--- src/rtl/lfsr_operand_gen.sv ---
// Burst operand source for the 8-bit accumulator: x^8+x^6+x^5+x^4+1 Fibonacci LFSR
// with accumulator clear pulse and a reference mod-256 running sum; all outputs registered.
module lfsr_operand_gen (
  input  logic       clk,
  input  logic       rst,
  input  logic       seed_load_i,
  input  logic [7:0] seed_i,
  input  logic       start_i,
  input  logic [7:0] len_i,
  input  logic       hold_i,
  output logic [7:0] a_o,
  output logic       a_valid_o,
  output logic       acc_clr_o,
  output logic       busy_o,
  output logic       done_o,
  output logic [8:0] count_o,
  output logic [7:0] exp_sum_o
);

  localparam logic [1:0] IDLE = 2'd0;
  localparam logic [1:0] CLR  = 2'd1;
  localparam logic [1:0] RUN  = 2'd2;
  localparam logic [1:0] DONE = 2'd3;

  logic [1:0] state_q, state_d;
  logic [7:0] lfsr_q, lfsr_d, lfsr_next;
  logic [8:0] len_q, len_d;
  logic [8:0] count_q, count_d;
  logic [7:0] sum_q, sum_d;
  logic [7:0] a_q, a_d;
  logic       a_valid_q, a_valid_d;
  logic       beat;

  assign lfsr_next = {lfsr_q[6:0], lfsr_q[7] ^ lfsr_q[5] ^ lfsr_q[4] ^ lfsr_q[3]};

  // beat=1 means the cycle after this edge presents lfsr_q on a_o; hold is
  // sampled at the edge that would launch the next beat, keeping a_o registered.
  always_comb begin
    state_d = state_q;
    lfsr_d  = lfsr_q;
    len_d   = len_q;
    count_d = count_q;
    sum_d   = sum_q;
    beat    = 1'b0;
    case (state_q)
      IDLE: begin
        if (seed_load_i) begin
          lfsr_d = (seed_i == 8'h00) ? 8'h01 : seed_i;
        end
        if (start_i) begin
          len_d   = (len_i == 8'h00) ? 9'd256 : {1'b0, len_i};
          count_d = 9'd0;
          sum_d   = 8'h00;
          state_d = CLR;
        end
      end
      CLR: begin
        state_d = RUN;
        beat    = 1'b1;
      end
      RUN: begin
        if (count_q == len_q) begin
          state_d = DONE;
        end else begin
          beat = ~hold_i;
        end
      end
      default: state_d = IDLE;
    endcase
    if (beat) begin
      lfsr_d  = lfsr_next;
      count_d = count_q + 9'd1;
      sum_d   = sum_q + lfsr_q;
    end
  end

  assign a_valid_d = beat;
  assign a_d       = beat ? lfsr_q : 8'h00;

  always_ff @(posedge clk) begin
    if (rst) begin
      state_q   <= IDLE;
      lfsr_q    <= 8'h01;
      len_q     <= 9'd0;
      count_q   <= 9'd0;
      sum_q     <= 8'h00;
      a_q       <= 8'h00;
      a_valid_q <= 1'b0;
    end else begin
      state_q   <= state_d;
      lfsr_q    <= lfsr_d;
      len_q     <= len_d;
      count_q   <= count_d;
      sum_q     <= sum_d;
      a_q       <= a_d;
      a_valid_q <= a_valid_d;
    end
  end

  assign a_o       = a_q;
  assign a_valid_o = a_valid_q;
  assign acc_clr_o = (state_q == CLR);
  assign busy_o    = (state_q != IDLE);
  assign done_o    = (state_q == DONE);
  assign count_o   = count_q;
  assign exp_sum_o = sum_q;

endmodule

--- config.mk ---
export PLATFORM = sky130hd
export DESIGN_NAME = lfsr_operand_gen
export DESIGN_NICKNAME = d
export VERILOG_FILES = /design/src/rtl/lfsr_operand_gen.sv
export SDC_FILE = /design/constraint.sdc
export NUM_CORES = 1
export LEC_CHECK = 0
export CORE_MARGIN = 2
export CORE_UTILIZATION = 50
export CTS_CLUSTER_SIZE = 20
export DETAILED_ROUTE_END_ITERATION = 12
export PLACE_DENSITY = 0.86
export REMOVE_ABC_BUFFERS = 1
export SETUP_SLACK_MARGIN = 0.4
export SYNTH_ARGS = -nofsm -noshare
export SYNTH_HDL_FRONTEND = slang
export SYNTH_SLANG_ARGS = --single-unit
--- constraint.sdc ---
create_clock -name clk -period 2.4 [get_ports clk]
set_clock_uncertainty 0.1 [all_clocks]
set_input_delay 0.36 -clock clk [delete_from_list [all_inputs] [get_ports clk]]
set_output_delay 0.36 -clock clk [all_outputs]
set_load 0.05 [all_outputs]
; Word-level counts from Yosys, hierarchy flattened
; Cells that the tools add are included.
[classes]
n_addsub = 2
n_eq_ne = 6
mux = 16
bitwise_logic = 5
n_reduce_logical = 12
[op_table]
columns = operator, count
row1 = 8-bit two-way mux, 7
row2 = 9-bit two-way mux, 4
row3 = 8-bit zero test, 2
row4 = "9-bit by 1-bit adder with 9-bit output, second input constant", 1
row5 = 9-bit equality test, 1
row6 = 8-bit adder, 1
row7 = 2-bit AND reduction, 4
row8 = 2-bit nonzero test, 4
row9 = 2-bit case mux with 3 select lines, 1
row10 = "2-bit equality test, second input constant", 2
row11 = 2-bit two-way mux, 2
row12 = "2-bit inequality test, second input constant", 2
row13 = 1-bit XOR, 3
row14 = "2-bit by 1-bit equality test with 1-bit output, second input constant", 1
row15 = 2-bit zero test, 1
row16 = 1-bit NOT, 2
row17 = 1-bit case mux with 2 select lines, 1
row18 = 2-bit OR reduction, 1
row19 = 1-bit two-way mux, 1
[totals]
ff_bits = 45
in_bits = 21
output_inout_bits = 29
wordCells = 48

; Logic depth before layout (Yosys ltp)
[logic_depth]
ltp_word = 5
ltp_mapped = 9
mapped_depth_nobuf = 8

; Worst setup path after synthesis
; OpenSTA, ideal clock, no wires.
[synth_timing]
kind = reg-to-reg
startpoint = reg sum_q[3], in the netlist exp_sum_o[3]
endpoint = reg sum_q[7], in the netlist exp_sum_o[7]
setup_time_ns = 0.088
t_arrival_ns = 2.104
path_slack_ns = 0.107
stages_incl_launch_ff = 8
path_buffers = 0
period_less_slack_ns = 2.293
path_cell_list = dfxtp_1 ha_1 a21o_1 a21oi_1 a31oi_1 o21a_1 o31a_1 a311oi_2
[synth_via]
elab_chain_len = 2
[synth_lines]
columns = item, line
row1 = start: declaration, 29  ; logic [7:0] sum_q, sum_d;
row2 = start signal: assignment, 94  ; sum_q <= sum_d;
row3 = 8-bit adder, 73  ; sum_d = sum_q + lfsr_q;
row4 = 8-bit two-way mux, 70  ; if (beat) begin
; Every way passes these cells.
; A chain may end at the register's enable or synchronous reset.

; Final worst setup path
[layout_timing]
startpoint = reg sum_q[6], in the netlist exp_sum_o[6]
endpoint = out exp_sum_o[6]
[layout_lines]
columns = item, line
row1 = end: declaration, 17  ; output logic [7:0] exp_sum_o
; No word-level cell between the ends.

==> results.yml <==
die:
  die_w_um: 71.23
  dieArea_mm2: 0.005073
  fp.coreArea_mm2: 0.004354
  initial_core_util_pct: 51.90
  fp-row-count: 24
  ios: 50
  die_h_um: 71.23
worst_setup_path:
  cp-start-kind: "flip-flop"
  worstPathMaxFanout: 3
  cp_data_arrival_time_ns: 1.51
  worstSetupPathType: "flip-flop to output pin"
  endpoint_kind: "output pin"
  crit_buf_inv: 1
  cpMaxStageDelayCell: "clkdlybuf4s50_1"
  cp.required_ns: 1.94
  cp_cell_sequence: "clkdlybuf4s50_1"
  slowest_delay_ns: 0.82
  crit_family: "buffers and inverters"
timing:
  fmax_mhz: 508.2
  setup_viol: 0
  fin_crit_sh_pct: 81.99
  finalHoldViolations: 0
  worstMarginPinSlew_ns: 0.5043
  drv_slew: 0
  finalWorstSetupSlack_ns: 0.4323
  rsz0062_at_grt: "yes"
  fin_crit_ns: 1.968
  setup-tns-final_ns: 0
  worst_hold_slack_ns: 0.3714
  max-slew-margin-rel_pct: 66.32
clock_network:
  cts.sink_count: 45
  clk_path_buf_depth: 2
  clockRootBuffer: "clkbuf_8"
  h-tree-depth: 2
  cts_inserted_buffers: 5
  postCtsHoldBufs: 0
  path_clk_slew_ns: 0.08
  insertion_delay_ns: 0.31
  tritoncts: "done"
global_routing:
  grt_usage_pct: 22.11
  grt_max_degree: 23
  grt_overflow_total: 0
  grt_pass1_vias: 2060
  grt_pass1_wl_um: 9052
  antenna_found_initial: 0
power:
  seqPwrFrac_pct: 36.8
  internal-power_w: 0.001651
  power.density_mw_per_mm2: 921.0
  switchingPower_w: 0.001177
  p_sw_share_pct: 41.61
  power.leakage_nw: 1.250
  power_frac_clock_pct: 16.5
  combPwrFrac_pct: 46.7
  max-vdd-ir-drop_uv: 577.9
layout:
  finalNetCount: 361
  n_antenna_cell: 0
  fill_cells: 313
  area_delta_synth_final_pct: 35.88
  drive_gt1_share_pct: 17.07
  fin_area_mm2: 0.003070
run:
  cap_violations: 0
yosys:
  synth_edf_count: 0
  yosysSeqAreaShare_pct: 39.87
  yosysWarnings: 0
  syn_area_mm2: 0.002260
  ys_types: 43
  synth_flop_cell: "dfxtp_1"
  synth_cells: 266
  ys_ff_latch: 45
  synth.avg_cell_area_um2: 8.495
  synthArstFlopShare_pct: 0
detailed_routing:
  vias: 2181
  final_antenna_net_count: 0
  wl_per_cell_um: 14.80
  avgViaCountPerCell: 5.739
  drc: 0
  drtIter0Drc: 135
  drt_wl_total_um: 5623
  dr.pass1.iters: 4
placement:
  numPortBuffers: 49
  post_dp_cell_area_mm2: 0.002865
  gp_congestion: 0.8222
  post-place-ws_ns: 0.1839
  dp.final_hpwl_um: 3937
status:
  status: "complete, no violations"
hold_path:
  hold_path_class: "flip-flop to flip-flop"
layout make-up:
class                   count  area (µm²)  share of cell area, %
clock buffers               6       72.57                  2.363
clock inverters             2       10.01                 0.3260
inverters                   6       22.52                 0.7335
multi-input cells         200        1330                  43.32
flip-flops and latches     45       922.1                  30.03
well taps                  52       65.06                  2.119
repair buffers             69       648.1                  21.11
worst paths after layout:
check | from | to | slack (ns) | cells after the start
max | exp_sum_o[6]$_SDFFE_PP0P_ | exp_sum_o[6] | 0.43 | 1
min | len_q[8]$_SDFFE_PP0P_ | len_q[8]$_SDFFE_PP0P_ | 0.37 | 2
max reg2reg | state_q[1]$_SDFFE_PP0P_ | count_o[8]$_SDFFE_PP0P_ | 0.45 | 8
min reg2reg | len_q[8]$_SDFFE_PP0P_ | len_q[8]$_SDFFE_PP0P_ | 0.37 | 2
cell usage in the layout, fill, tap and decap left out, types with 2 or more instances in the layout:
master / instances
nand2_1: 40
dfxtp_1: 34
clkdlybuf4s50_1: 34
nand3_1: 27
a21oi_1: 19
buf_4: 19
xnor2_1: 15
nor2_1: 14
dlygate4sd2_1: 11
and2_1: 9
a311oi_1: 8
dfxtp_2: 8
ha_1: 7
a31oi_1: 6
nand3b_1: 6
inv_1: 5
clkbuf_8: 5
nor4_1: 4
o21ai_0: 3
a21oi_2: 3
nand4b_1: 3
a211oi_1: 3
ha_4: 3
dfxtp_4: 3
dlymetal6s2s_1: 3
and3_1: 2
or3_1: 2
a21o_1: 2
ha_2: 2
clkinv_2: 2
tightest hold or removal path, cell delays in order (launching register included):
cell and delay [ns]:
dfxtp_1 0.32, nand2_1 0.05, a21oi_1 0.05
cells in the mapped netlist (all sizes together) (2+ instances only):
| cell | number | area share, % |
|---|---|---|
| nor2 | 14 | 2.3 |
| nand2 | 41 | 7.1 |
| nand3b | 6 | 2.0 |
| and3 | 2 | 0.55 |
| a211oi | 3 | 1.0 |
| buf | 5 | 1.9 |
| a21o | 2 | 0.66 |
| ha | 12 | 6.6 |
| nand3 | 27 | 6.0 |
| inv | 6 | 1.0 |
| nand4b | 3 | 1.2 |
| o21ai | 4 | 0.89 |
| a311oi | 9 | 3.8 |
| or3 | 2 | 0.55 |
| nor4 | 4 | 1.1 |
| a31oi | 7 | 1.9 |
| and2 | 10 | 2.8 |
| a21oi | 22 | 4.9 |
| nor3 | 2 | 0.44 |
| clkbuf | 10 | 1.7 |
| xnor2 | 15 | 5.8 |
| dfxtp | 45 | 40 |
| o31ai | 2 | 0.89 |
power by group through the flow:
| stage | clock network (W) | logic [W] | registers (W) |
|---|---|---|---|
| 2_1_floorplan | 0 | 0.000660 | 0.00116 |
| 3_3_place_gp | 0 | 0.00117 | 0.00103 |
| 3_5_place_dp | 0 | 0.00119 | 0.00103 |
| 4_1_cts | 0.000468 | 0.00125 | 0.00103 |
| 5_1_grt | 0.000495 | 0.00143 | 0.00106 |
| 6_report | 0.000465 | 0.00132 | 0.00104 |
sequential cells by signal, indices dropped and copies added, names as in the netlist:
| signal | flops |
|---|---|
| lfsr_q | 8 |
| a_valid_o | 1 |
| a_o | 8 |
| len_q | 9 |
| exp_sum_o | 8 |
| count_o | 9 |
| state_q | 2 |
what timing repair did:
item                                    in CTS  in global routing
gates resized for setup                     26                 19
endpoints found under the setup margin      41                 16
setup buffers                                1                  3
gates cloned                                 0                  0
hold endpoints to repair                     0                  0
pin swaps                                    1                  9
through the flow:
stage / total power [W] / std cells / util (%)
final: 0.002828 / 380 / 70.52
after global routing: 0.002980 / 380 / 70.52
after CTS: 0.002743 / 377 / 68.68
after detailed placement: 0.002229 / 368 / 65.80
after global placement: 0.002193 / 368 / 65.80
after floorplan: 0.001816 / 251 / -
kinds of logic after synthesis:
group | synth area share, %
AOI/OAI and AO/OA | 15.84
buffers and inverters | 4.540
and+or+nand+nor | 25.58
muxes | 0.4430
adders and majority gates | 7.530
xor gates and xnor gates | 6.202
DFF | 39.87
metal layers:
layer  share of wire, %  GRT usage, %
met1                 41         26.06
met2                 49         38.79
met3                6.8         4.782
met4                2.9         9.224
met5                  0             0
Power figures use the tool's default switching activity.
==> variant, RTL diff (config.mk and constraints unchanged) <==
Register the inputs `seed_load_i`, `seed_i`, `start_i`, `len_i` and `hold_i` before use. The logic sees them one clock later.
--- a/src/rtl/lfsr_operand_gen.sv
+++ b/src/rtl/lfsr_operand_gen.sv
@@ -24,2 +24,16 @@
 
+  logic seed_load_q;
+  logic [7:0] seed_q;
+  logic start_q;
+  logic [7:0] len_r;
+  logic hold_q;
+
+  always_ff @(posedge clk) begin
+    seed_load_q <= seed_load_i;
+    seed_q      <= seed_i;
+    start_q     <= start_i;
+    len_r       <= len_i;
+    hold_q      <= hold_i;
+  end
+
   logic [1:0] state_q, state_d;
@@ -46,7 +60,7 @@
       IDLE: begin
-        if (seed_load_i) begin
-          lfsr_d = (seed_i == 8'h00) ? 8'h01 : seed_i;
+        if (seed_load_q) begin
+          lfsr_d = (seed_q == 8'h00) ? 8'h01 : seed_q;
         end
-        if (start_i) begin
-          len_d   = (len_i == 8'h00) ? 9'd256 : {1'b0, len_i};
+        if (start_q) begin
+          len_d   = (len_r == 8'h00) ? 9'd256 : {1'b0, len_r};
           count_d = 9'd0;
@@ -64,3 +78,3 @@
         end else begin
-          beat = ~hold_i;
+          beat = ~hold_q;
         end
Function: changed (Yosys sat finds a counterexample within 4 cycles, from zero or initial values and one cycle with rst high).
==> variant against the unedited design <==
- via count increased by 19%
- critical path type unchanged
- wire length increased by 21%
- highest routed layer unchanged
- power increased by 26%
- first-iteration DRC count increased by 120%
- global-route usage increased by 0.86 points
- worst hold slack got worse by 25 ps
- cell area increased by 20%
- fmax decreased by 0.67%
- area after synthesis increased by 26%
- combinational power decreased by 11%
- worst setup slack got worse by 13 ps
- sequential cell count increased by 19
- core utilization decreased by 3.6 points
- sequential power increased by 28%
==> variant: results (changes against the unedited design) <==
[worst_hold_path]
min_from = seed_i[2]
hold_path_class = in2reg
hold_end = seed_q[2]

[setup_path]
reg2reg_setup_slack_ps = 430  ; -20 ps
r2r-end = exp_sum_o[7]
max_stage_delay_ps = 500  ; -320 ps
worst_setup_path_startpoint = count_o[6]

[clock_tree]
cts_inserted_buffers = 9  ; +4
h-tree-depth = 3  ; +1

[pwr]
ir_worst_vdd_v = 0.0006762  ; +17%
power.clock.total_mw = 1.07  ; +130%
switchingPower_mw = 1.268  ; +7.7%
seq_power_share_pct = 37.3  ; +0.5 points

[grt]
pin_count_of_the_biggest_net_entering_global_routing = 39  ; +70%

[synthesis]
synth_cell_type_count = 48  ; +12%
synth_top_cells_by_area = dfxtp_1 (45%), ha_1 (5.3%), nand2_1 (5.3%)
synth-compound-area-share_pct = 19.80  ; +4.0 points
ys_top_cells_by_count = dfxtp_1 (64), nand2_1 (40), a21oi_1 (29)

[drt]
met3RoutedLength_um = 422  ; +9.9%
wire_length_on_met2_mm = 3.205  ; +15%
drtPass1Iterations = 5  ; +1
first_iter_violations = 303  ; +120%

[outcome]
run_status = complete, no violations

[final_layout]
num-fill-cells = 411  ; +31%

[placed_design]
placed_area_sq_um = 3426  ; +20%

[variant: cell count changes in the layout (fill, tap and decap cells not counted), sizes merged, moves of 8 or more]
| cell | before | now |
|---|---|---|
| nand3 | 27 | 13 |
| nand4 | 1 | 9 |
| clkbuf | 6 | 15 |
| dfxtp | 45 | 64 |
| and3 | 2 | 12 |
| buf | 21 | 13 |
[variant: cell type report]
type                    count  area share [%]
multi-input cells         224           39.86
inverters                   5          0.5097
clock buffers              14           4.689
flip-flops and latches     64           35.03
repair buffers             61           15.83
clock inverters             2           1.631
well taps                  72           2.446
[variant: stage by stage]
step | hold slack [ps] | cells | utilization, % | power [mW] | setup slack, ps
after floorplan | 287.7 | 293 | - | 2.104 | -395.6
after global placement | 343.1 | 426 | 62.21 | 2.454 | 384.6
after detailed placement | 344.5 | 426 | 62.21 | 2.489 | 328.1
after CTS | 341.1 | 442 | 66.35 | 3.547 | 393.5
after global routing | 346.4 | 442 | 66.87 | 3.740 | 359.3
final | 346.8 | 442 | 66.87 | 3.571 | 419.0
